## src/rtl/mac_accum_seq.sv

```systemverilog
// rtl/mac_accum_seq.sv - sequencer that sums num_terms products through an external MAC stage
module mac_accum_seq #(
    parameter int a_width   = 6,
    parameter int b_width   = 8,
    parameter int out_width = 18,
    parameter int num_terms = 4
) (
    input  logic                 inst_clk,
    input  logic                 inst_rst,
    input  logic                 inst_clear,
    input  logic                 inst_in_valid,
    output logic                 inst_in_ready,
    input  logic [a_width-1:0]   inst_a,
    input  logic [b_width-1:0]   inst_b,
    input  logic                 inst_tc,
    output logic [a_width-1:0]   mac_a,
    output logic [b_width-1:0]   mac_b,
    output logic                 mac_tc,
    output logic [out_width-1:0] mac_c,
    input  logic [out_width-1:0] mac_accum,
    output logic                 inst_out_valid,
    input  logic                 inst_out_ready,
    output logic [out_width-1:0] inst_out_data
);

    localparam int cnt_w = (num_terms > 2) ? $clog2(num_terms) : 1;
    localparam logic [cnt_w-1:0] last_cnt = cnt_w'(num_terms - 1);

    typedef enum logic {
        ACC = 1'b0,
        OUT = 1'b1
    } state_t;

    state_t               state;
    logic [cnt_w-1:0]     count;
    logic [out_width-1:0] acc;
    logic                 tc_lat;
    logic                 accept;

    // Gated by inst_rst so no term can be offered while reset is held.
    assign inst_in_ready = !inst_rst && (state == ACC) && !inst_clear;
    assign accept        = inst_in_valid && inst_in_ready;

    assign mac_a  = inst_a;
    assign mac_b  = inst_b;
    assign mac_c  = (count == '0) ? '0 : acc;
    assign mac_tc = (count == '0) ? inst_tc : tc_lat;

    always_ff @(posedge inst_clk or posedge inst_rst) begin
        if (inst_rst) begin
            state          <= ACC;
            count          <= '0;
            acc            <= '0;
            tc_lat         <= 1'b0;
            inst_out_data  <= '0;
            inst_out_valid <= 1'b0;
        end else begin
            case (state)
                ACC: begin
                    if (inst_clear) begin
                        count <= '0;
                        acc   <= '0;
                    end else if (accept) begin
                        acc <= mac_accum;
                        if (count == '0) begin
                            tc_lat <= inst_tc;
                        end
                        if (count == last_cnt) begin
                            count          <= '0;
                            state          <= OUT;
                            inst_out_data  <= mac_accum;
                            inst_out_valid <= 1'b1;
                        end else begin
                            count <= count + cnt_w'(1);
                        end
                    end
                end
                OUT: begin
                    // Clear is ignored here: a finished result is always delivered.
                    if (inst_out_ready) begin
                        state          <= ACC;
                        inst_out_valid <= 1'b0;
                    end
                end
                default: state <= ACC;
            endcase
        end
    end

endmodule

```

## config.mk

```make
export PLATFORM = sky130hd
export DESIGN_NAME = mac_accum_seq
export DESIGN_NICKNAME = d
export VERILOG_FILES = /design/src/rtl/mac_accum_seq.sv
export SDC_FILE = /design/constraint.sdc
export NUM_CORES = 1
export LEC_CHECK = 0
export CAP_MARGIN = 10
export CORE_ASPECT_RATIO = 0.9
export CORE_MARGIN = 1.5
export CORE_UTILIZATION = 43
export DETAILED_ROUTE_END_ITERATION = 10
export HOLD_SLACK_MARGIN = 0.12
export MAX_ROUTING_LAYER = met4
export PLACE_DENSITY = 0.95
export SLEW_MARGIN = 20
export SYNTH_ARGS = -nofsm -noshare
export SYNTH_HDL_FRONTEND = slang
export SYNTH_SLANG_ARGS = --single-unit
```

## constraint.sdc

```tcl
create_clock -name inst_clk -period 5.1 [get_ports inst_clk]
set_clock_uncertainty 0.2 [all_clocks]
set_input_delay 0.765 -clock inst_clk [delete_from_list [all_inputs] [get_ports inst_clk]]
set_output_delay 0.765 -clock inst_clk [all_outputs]
set_load 0.02 [all_outputs]
```

==> impl_metrics.toml <==
[layout]
drive_above_1_share_pct = 18.2
nFillCells = 330
synthToLayoutAreaGrowth_pct = 35.4
multi_input_area_um2 = 672
final-seq-area_mm2 = 0.00103
antenna_cells = 0
final_nets = 226

[global_routing]
grt.total_usage_pct = 17.7
first_global_vias = 1246
grt_remaining_overflow = 0
grt_pass1_wl_um = 6130
antenna_found_initial = 0
grt_start_max_net_pins = 42

[timing]
tightest_slew_ps = 896
layout_setup_ws_ps = 1800
fmax_mhz = 303
slew_headroom_pct = 40.3
fin_tns_setup_ps = 0
maxSlewViolCount = 0
finalSetupViolCount = 0
min_period_over_period_pct = 64.8
rsz0062_at_grt = "false"
fin_crit_ps = 3300
finalHoldViolCount = 0

[placement]
dp_hpwl_um = 2500
gp_congestion = 0.690
port_buffers = 62
pre_cts_ws_ps = 1940

[setup_path]
end_kind = "output pin"
reg2reg_slack_ps = 2810
cp.arrival_ps = 2340
r2r-end = "inst_out_data[2]"
rr_worst_depth = 5
critPathLaunchType = "flop"
crit_type = "reg -> out"
cp.required_ps = 4140
r2r-start = "state"
max_stage_delay_ps = 620
slowest_stage = "ha_1"
crit_fanout = 19
worstPathCellList = "inv_1, ha_1, mux2_2, clkdlybuf4s50_1"

[clock_tree]
cts_setup_buffers = 0
cts_root_buffer = "clkbuf_8"
cts.htree.levels = 2
cts_buffers = 5
ctsHoldBuffers = 0
clkTransAtPathRegs_ps = 80
cts_sinks = 41
clockBufferDepth = 2
ctsResizeCount = 0
cts_tree = "done"
clkLatencyLatePin_ps = 290

[floorplan]
core_area_mm2 = 0.00410
die_x_um = 72.3
io_pins = 91
die_h_um = 65.4
num_rows = 22
die_area_mm2 = 0.00473
initial_core_util_pct = 45.3

[synthesis]
ys_seq_area_share_pct = 55.2
synth.ff_latch_count = 41
synth_common_cells = "41 x dfrtp_1, 19 x a22o_1, 19 x nor2b_1, 18 x mux2_4, 14 x buf_4"
synth_area_leaders = "dfrtp_1 55%, mux2_4 15%, a22o_1 9.0%"
synth_edf_count = 0
yosysMostFrequentCell = "dfrtp_1"
synth_top_area_share_pct = 55.2
syn_inst = 136
synth_cell_types = 14
synth_warnings = 0
avgSynthCellArea_um2 = 13.7
synthFlopType = "dfrtp_1"
synth_top_cell_by_area = "dfrtp_1"
syn_nets = 176
ys_async_sr_fraction_pct = 100
synth.cell_area_mm2 = 0.00186

[min_path]
worstHoldEndpoint = "acc[14]"
min_path_type = "reg -> reg"
whs_path_depth = 1
min-delay-start = "acc[14]"

[drt]
via_per_inst = 5.06
dr.pass1.iters = 4
ant_nets = 0
wirelength_um = 3700
drc = 0
wl_per_cell_um = 15.8
drt_iter0_markers = 40
vias = 1189

[power]
power.static_leakage_nw = 1.17
ir_worst_vdd_mv = 0.161
pwr_density_cell_mw_per_mm2 = 266

[run]
cap_violations = 0

[status]
outcome = "complete, no violations"
-- per-layer routing --
| layer | vias to the layer above | routed length, um | part of all wire [%] | global-route usage, % |
|---|---|---|---|---|
| met5 | - | 0 | 0 | - |
| met4 | 0 | 48 | 1.3 | 7.31 |
| met1 | 588 | 1700 | 46 | 22.4 |
| met2 | 45 | 1750 | 47 | 26.2 |
| met3 | 4 | 206 | 5.6 | 5.83 |
| li1 | 552 | - | - | - |
-- report_power, final --
| part | total [mW] | leakage (nW) | internal [mW] | switching, mW |
|---|---|---|---|---|
| Sequential | 0.348 | 0.562 | 0.340 | 0.00853 |
| Combinational | 0.0958 | 0.558 | 0.0519 | 0.0439 |
| Clock | 0.225 | 0.0542 | 0.122 | 0.103 |
-- through the flow --
step                cells  util [%]  area (um2)  total power, mW  hold slack (ps)
finish                235      61.4        2520            0.670              294
global route          235      61.4        2520            0.702              315
CTS                   235      61.4        2520            0.679              291
detailed placement    227      58.9        2420            0.452              272
global placement      227      58.9        2420            0.449              269
floorplan             136         -        1860            0.417              258
-- area by class of cell --
| type | instances | area share (%) |
|---|---|---|
| multi-input combinational | 69 | 26.7 |
| tap | 48 | 2.39 |
| clock buffer | 7 | 3.83 |
| clock inverter | 1 | 0.199 |
| sequential | 41 | 40.8 |
| inverter | 4 | 0.596 |
| timing repair buffer | 65 | 25.5 |
-- critical path, delay by kind of cell, from the launching register on --
family                     cells  cell delay [ps]
muxes                          1              420
buffers and inverters          2              590
DFF                            1              400
adders and majority gates      1              620
-- cell families after synthesis --
kind of cell               Yosys count  share of synthesized area [%]
AOI/OAI and AO/OA                   21                           9.49
adders and majority gates            2                           1.35
buffers and inverters               26                           8.88
DFF                                 41                           55.2
muxes                               21                           16.4
and+or+nand+nor                     25                           8.75
-- registers in the layout (all words and copies together) (netlist names) --
signal,cells
acc,18
state,1
count,2
inst_out_data,18
tc_lat,1
inst_out_valid,1
-- layout by cell type, fill, tap and decap left out --
master	n
mux2_2	3
clkinv_2	1
mux2_4	18
a22o_1	19
inv_1	3
clkbuf_8	7
nor2b_1	19
clkdlybuf4s50_1	62
nor4b_4	1
o21ai_2	1
o21ai_0	1
dfrtp_1	41
ha_1	2
clkinv_1	1
nand2_1	4
nor3_1	1
buf_4	3
-- worst max-delay path by stage --
stage               start           endpoint
5_1_grt          count[1]             mac_tc
6_report         count[1]             mac_tc
3_5_place_dp   inst_clear  inst_out_data[17]
2_1_floorplan    count[0]          mac_c[10]
4_1_cts          count[1]             mac_tc
3_3_place_gp   inst_clear  inst_out_data[15]
Power figures use the tool's default switching activity.
